===== src/rtl/search_pkg.sv =====
// Shared defaults and FSM state type for the search result collector.
package search_pkg;
  localparam int DEF_IDX_W = 8;
  localparam int DEF_DEPTH = 4;

  typedef enum logic [1:0] {
    IDLE,
    COLLECT,
    DONE
  } state_t;
endpackage


===== src/rtl/result_fifo.sv =====
// Show-ahead hit FIFO: head is valid in the same cycle the FIFO is non-empty.
module result_fifo #(
  parameter int W     = 8,
  parameter int DEPTH = 4
) (
  input  logic         clk,
  input  logic         reset,
  input  logic         push,
  input  logic [W-1:0] push_data,
  input  logic         pop,
  output logic         full,
  output logic         empty,
  output logic [W-1:0] head
);
  localparam int PTR_W = $clog2(DEPTH);

  logic [W-1:0]     mem [DEPTH];
  logic [PTR_W-1:0] wr_ptr;
  logic [PTR_W-1:0] rd_ptr;
  logic [PTR_W:0]   count;
  logic             do_push;
  logic             do_pop;

  assign full    = (count == (PTR_W+1)'(DEPTH));
  assign empty   = (count == '0);
  assign do_push = push && !full;
  assign do_pop  = pop && !empty;
  // Drive zero while empty so the head never exposes stale storage.
  assign head    = empty ? '0 : mem[rd_ptr];

  always_ff @(posedge clk) begin
    if (do_push) begin
      mem[wr_ptr] <= push_data;
    end
  end

  always_ff @(posedge clk) begin
    if (reset) begin
      wr_ptr <= '0;
      rd_ptr <= '0;
      count  <= '0;
    end else begin
      if (do_push) wr_ptr <= wr_ptr + PTR_W'(1);
      if (do_pop)  rd_ptr <= rd_ptr + PTR_W'(1);
      case ({do_push, do_pop})
        2'b10:   count <= count + (PTR_W+1)'(1);
        2'b01:   count <= count - (PTR_W+1)'(1);
        default: count <= count;
      endcase
    end
  end
endmodule


===== src/rtl/search_result_collector.sv =====
// Collects hit indices of a search into a FIFO and summarises each search.
// Optional beat_count output is enabled by defining SRCH_COLLECT_STATS_EN.
module search_result_collector
  import search_pkg::*;
#(
  parameter int IDX_W = DEF_IDX_W,
  parameter int DEPTH = DEF_DEPTH
) (
  input  logic             clk,
  input  logic             reset,
  input  logic             in_valid,
  input  logic             in_hit,
  input  logic [IDX_W-1:0] in_idx,
  input  logic             in_last,
  output logic             in_ready,
  output logic             out_valid,
  output logic [IDX_W-1:0] out_idx,
  input  logic             out_ready,
  output logic             done,
  output logic             found,
  output logic [IDX_W-1:0] first_idx,
  output logic [IDX_W:0]   hit_count
`ifdef SRCH_COLLECT_STATS_EN
  ,
  output logic [IDX_W:0]   beat_count
`endif
);
  state_t state;
  state_t state_next;
  logic   accept;
  logic   push;
  logic   pop;
  logic   fifo_full;
  logic   fifo_empty;

  // in_ready depends only on registered state, never on in_valid/out_ready.
  assign in_ready  = !fifo_full && (state != DONE);
  assign done      = (state == DONE);
  assign out_valid = !fifo_empty;
  assign accept    = in_valid && in_ready;
  assign push      = accept && in_hit;
  assign pop       = out_valid && out_ready;

  result_fifo #(
    .W     (IDX_W),
    .DEPTH (DEPTH)
  ) u_fifo (
    .clk       (clk),
    .reset     (reset),
    .push      (push),
    .push_data (in_idx),
    .pop       (pop),
    .full      (fifo_full),
    .empty     (fifo_empty),
    .head      (out_idx)
  );

  always_ff @(posedge clk) begin
    if (reset) state <= IDLE;
    else       state <= state_next;
  end

  always_comb begin
    state_next = state;
    case (state)
      IDLE:    if (accept) state_next = in_last ? DONE : COLLECT;
      COLLECT: if (accept && in_last) state_next = DONE;
      DONE:    state_next = IDLE;
      default: state_next = IDLE;
    endcase
  end

  // The first beat out of IDLE restarts the summary before folding in its own hit.
  always_ff @(posedge clk) begin
    if (reset) begin
      found     <= 1'b0;
      first_idx <= '1;
      hit_count <= '0;
    end else if (accept) begin
      if (state == IDLE) begin
        found     <= in_hit;
        first_idx <= in_hit ? in_idx : '1;
        hit_count <= (IDX_W+1)'(in_hit);
      end else if (in_hit) begin
        if (!found) begin
          found     <= 1'b1;
          first_idx <= in_idx;
        end
        if (hit_count != '1) hit_count <= hit_count + (IDX_W+1)'(1);
      end
    end
  end

`ifdef SRCH_COLLECT_STATS_EN
  always_ff @(posedge clk) begin
    if (reset) begin
      beat_count <= '0;
    end else if (accept) begin
      if (state == IDLE)          beat_count <= (IDX_W+1)'(1);
      else if (beat_count != '1) beat_count <= beat_count + (IDX_W+1)'(1);
    end
  end
`endif
endmodule


===== config.mk =====
export PLATFORM = sky130hd
export DESIGN_NAME = search_result_collector
export DESIGN_NICKNAME = d
export VERILOG_FILES = /design/src/rtl/search_pkg.sv /design/src/rtl/result_fifo.sv /design/src/rtl/search_result_collector.sv
export SDC_FILE = /design/constraint.sdc
export NUM_CORES = 1
export LEC_CHECK = 0
export CAP_MARGIN = 30
export CORE_ASPECT_RATIO = 1.75
export CORE_MARGIN = 2
export CORE_UTILIZATION = 57
export CTS_CLUSTER_SIZE = 24
export DETAILED_ROUTE_END_ITERATION = 8
export PLACE_DENSITY = 0.95
export SLEW_MARGIN = 20
export SYNTH_ARGS = -nofsm -noshare
export SYNTH_HDL_FRONTEND = slang
export SYNTH_SLANG_ARGS = --single-unit

===== constraint.sdc =====
create_clock -name clk -period 4.1 [get_ports clk]
set_input_delay 0.41 -clock clk [delete_from_list [all_inputs] [get_ports clk]]
set_output_delay 0.41 -clock clk [all_outputs]
set_load 0.02 [all_outputs]

## Word-level counts from Yosys, hierarchy flattened

Memory sizes are Yosys's and may differ from the RTL's. A register that Yosys moved wholly into a read port is not among the register bits.
Cells that the tools add are included.

- Flip-flop bits (word level): 27
- Bits in writable memories: 32
- Output and inout bits: 29
- Memories: 1

- $add $sub $neg: 5
- Equality and inequality tests: 10
- Mux-type cells: 19
- Reduce and logical (&&, ||, !) cells: 18

Memories:

| memory | words | width | read ports | clocked after Yosys merged registers in | wr ports | line | text |
|---|---|---|---|---|---|---|---|
| u_fifo.mem | 4 | 8 | 1 | 1 | 1 | result_fifo.sv:17 | `logic [W-1:0] mem [DEPTH];` |

Operators by type and width:

| kind | count |
|---|---|
| 8-bit two-way mux | 5 |
| 9-bit two-way mux | 3 |
| 2-bit two-way mux | 5 |
| 9-bit by 1-bit adder with 9-bit output (second input constant) | 1 |
| 9-bit inequality test (second input constant) | 1 |
| 1-bit logical AND | 7 |
| 2-bit inequality test (second input constant) | 3 |
| 3-bit case mux with 2 select lines | 1 |
| 3-bit AND reduction | 2 |
| 2-bit nonzero test | 3 |
| 2-bit by 1-bit adder with 2-bit output (second input constant) | 2 |
| 2-bit by 1-bit == test with 1-bit output (second input constant) | 2 |
| 2-bit == test (second input constant) | 2 |
| 1-bit two-way mux | 4 |
| 2-bit case mux with 2 select lines | 1 |
| 2-bit AND reduction | 2 |
| 3-bit by 1-bit adder with 3-bit output (second input constant) | 1 |
| 3-bit == test (second input constant) | 1 |
| 3-bit logical NOT | 1 |
| 3-bit by 1-bit subtractor with 3-bit output (second input constant) | 1 |
| 1-bit logical NOT | 2 |
| 2-bit logical NOT | 1 |
| 2-bit by 1-bit inequality test with 1-bit output (second input constant) | 1 |

## Longest topological paths before layout

- Depth after elaboration: 8
- Gate-level depth with buffers: 10
- Mapped depth without buffers: 9

## By module

From an unflattened synthesis, not the netlist that was laid out.

- Cell total of the unflattened synthesis: 232
- Area, all modules: 2837.7 um^2

Modules (own cells, without submodules):

| module | times used | cells an instance | area an instance (um^2) |
|---|---|---|---|
| result_fifo | 1 | 105 | 1715.4 |
| search_result_collector | 1 | 127 | 1122.3 |

## Least setup slack after synthesis

Ideal clock, no wire load.

- Kind: reg2reg
- Start: reg hit_count[0]
- End: reg hit_count[4]
- Library setup time: 0.071 ns
- Arrival time: 2.369 ns
- Required time: 4.029 ns
- Slack: 1.660 ns
- Cell stages (with the launch flop): 10
- Buffers on the path: 0
- Period minus slack after synthesis: 2.440 ns
- Path through: dfxtp_1 -> ha_1 -> and3_1 -> and3_1 -> and3_1 -> ha_1 -> and2b_1 -> o2111ai_2 -> or4b_1 -> a21oi_1

- Cells in the longest elaborated chain, start to end: 4

RTL lines:

| element | line | text |
|---|---|---|
| from (decl) | search_result_collector.sv:22 | `output logic [IDX_W:0] hit_count` |
| from (signal assigned) | search_result_collector.sv:83 | `hit_count <= (IDX_W+1)'(in_hit);` |
| from (signal assigned) | search_result_collector.sv:89 | `if (hit_count != '1) hit_count <= hit_count + (IDX_W+1)'(1);` |
| 9-bit by 1-bit adder with 9-bit output | search_result_collector.sv:89 |  |
| 9-bit two-way mux | search_result_collector.sv:89 |  |
| 9-bit two-way mux | search_result_collector.sv:84 | `end else if (in_hit) begin` |
| 9-bit two-way mux | search_result_collector.sv:80 | `if (state == IDLE) begin` |

Parallel ways exist; a longest one is shown, timed or not. The select of a mux whose other input is x is not followed.
A chain may end at the register's enable or synchronous reset.

==> metrics.txt <==
status finished clean; drt drc 0; worst hold endpoint hit_count[0]$_SDFFE_PP0P_; htree depth 3; ANT cells 0; Via Count 1817; fraction of layout cells with a size suffix above 1 12.1%; GRT Util Overall 22.3%; die width 55.2 um; fin. max-slew vios 0; P per Cell Area 542 nW/um2; Max VDD drop 0.000374 V; vias per cell 5.92; Worst R2R Start hit_count[0]$_SDFFE_PP0P_; critical path class reg -> out; leakage 1.17 nW; input/output buffers 42; CTS tree yes; final hold violation count 0; Top Ports 43; critical path arrival 2.22 ns; CP required 3.69 ns; R2R cell count 9; Synth cell types 45; Fmax 380 MHz; Crit Reg-Reg Endpoint hit_count[4]$_SDFFE_PP0P_; mapped cell area 2620 um2; global-route wire length before repair 8.60 mm; Synth Flop Type edfxtp_1; post-DP HPWL 3.85 mm; Starting Density 59.5%; initial antenna violation count 0; slew margin rel. 53.0%; TNS Setup 0 ns; worst slew pin tran 0.704 ns; cells after synthesis 209; number of global-route vias before repair 1757; largest fanout on the critical path 8; syn avg cell area 12.5 um2; Max-Cap Viols 0; row cnt 32; Hold-fix buffers, CTS 0; Routability Congestion 0.821; core outline area 4400 um2; routed wire length 5.27 mm; post-synth top area share 36.7%; RSZ-0062 raised after global routing no; Area growth syn-to-layout 23.7%; Syn Nets 231; Post-CTS Setup Bufs 0; worst hold start hit_count[0]$_SDFFE_PP0P_; WL per Instance 17.2 um; final-report setup violation count 0; Remaining Overflow, GRT 0; Worst Hold Class reg -> reg; Die Ht 93.7 um; YS warnings 0; fin crit share 64.1%; initial drt markers 70; most common cell after layout, fill and taps aside clkdlybuf4s50_1; clk_lat worst skew 0.33 ns; # nets final 273; CTS max path bufs 2; largest net degree at the start of global routing 29; leading area contributor after synthesis edfxtp_1; Clock Pin Slew Worst Setup and Hold Paths 0.06 ns; synth top area cells edfxtp_1, dfxtp_1, mux4_2, ha_1, nor2_1; root buf cell clkbuf_8; reg2reg setup slack 1.57 ns; drt pass-1 iters 4; sequential-to-total area share from yosys stat 58.9%; WHS Path Cells 2; remaining antenna violation count 0; clk sink count 61; crit start category flop; Final Critical Period 2.63 ns; die area 5170 um2; async set or reset register ratio after synthesis 0%; CTS resizes 0; utilization after layout 73.6%; cts bufs inserted 9; EDFF count, synth 32; Layout Skew 0.00632 ns; CP endpoint kind primary output; Yosys reg bits 61; commonest cells after routing, fill and taps aside clkdlybuf4s50_1, edfxtp_1, dfxtp_1, nor2_1, a21oi_1
-- kinds of logic (layout without fill, tap and decap cells) --
| logic type | count (synthesis) | after routing | synth area share [%] |
|---|---|---|---|
| compound gates | 37 | 37 | 9.89 |
| simple gates | 72 | 72 | 15.1 |
| fa+ha+maj | 8 | 8 | 4.11 |
| buf+inv | 18 | 65 | 3.53 |
| flops | 61 | 61 | 58.9 |
| mux | 8 | 8 | 6.88 |
| xor+xnor | 5 | 5 | 1.67 |
-- sequential cells by signal (all words and copies together), names as in the netlist, named ones only --
name,cells
u_fifo.mem,32
hit_count,9
first_idx,8
u_fifo.count,3
state,2
u_fifo.rd_ptr,2
u_fifo.wr_ptr,2
found,1
-- per-layer routing --
metal | GRT usage [%] | up-vias | wire length (um) | share of wire [%]
li1 | - | 857 | - | -
met1 | 23.1 | 887 | 1920 | 36
met2 | 40.9 | 63 | 2980 | 57
met3 | 6.47 | 10 | 232 | 4.4
met4 | 9.76 | 0 | 139 | 2.6
met5 | 0 | - | 0 | 0
-- worst max-delay path by stage --
stage,startpoint,end,slack (ns),cells after the start
after CTS,flop,out_idx[3],1.39,3
final,flop,out_idx[1],1.47,3
after global placement,hit_count[0]$_SDFFE_PP0P_,hit_count[4]$_SDFFE_PP0P_,1.65,9
after global routing,flop,out_idx[7],1.30,3
after detailed placement,in_valid,u_fifo.count[2]$_SDFFE_PP0P_,1.55,8
after floorplan,hit_count[0]$_SDFFE_PP0P_,hit_count[4]$_SDFFE_PP0P_,1.66,9
-- synthesized netlist by cell type (2+ instances only) --
master and n:
ha_1 7, inv_1 6, mux4_2 8, and2_1 10
and3_1 8, xor2_1 3, xnor2_1 2, or3_1 2
dfxtp_1 29, edfxtp_1 32, nor3_1 10, o21bai_1 8
o21ai_0 6, a211oi_1 2, nor2_1 22, clkbuf_1 6
nand3_1 6, buf_6 3, a21oi_1 11, nand2_1 2
a22oi_1 2
-- through the flow --
stage | worst slack, ns | total power [mW] | cell area, um2 | std cells | hold WS (ns)
after detailed placement | 1.55 | 1.26 | 3030 | 290 | 0.494
after CTS | 1.39 | 1.78 | 3230 | 306 | 0.510
after global routing | 1.30 | 1.84 | 3240 | 307 | 0.534
after floorplan | 1.66 | 1.08 | 2620 | 209 | 0.461
after global placement | 1.65 | 1.24 | 3030 | 290 | 0.483
final | 1.47 | 1.76 | 3240 | 307 | 0.506
-- worst max-delay path, stage by stage, from the launching register on --
cell and delay (ns):
dfxtp_1 0.64, mux4_2 0.56, and2_1 0.16, clkdlybuf4s50_1 0.52
-- report_power, final --
part,internal [mW],leakage (nW),switching (mW),total [mW]
Sequential,0.691,0.527,0.0518,0.743
Clock,0.295,0.0964,0.218,0.513
Combinational,0.249,0.547,0.252,0.501
-- layout make-up --
cell class              count  area, um2
clock inverters             4       47.5
repair buffers             43        435
well taps                  51       63.8
flip-flops and latches     61       1540
fillers                   289       1160
inverters                   6       22.5
clock buffers              12        145
multi-input cells         130        985
Note: power is estimated with default switching activity, not from simulation.
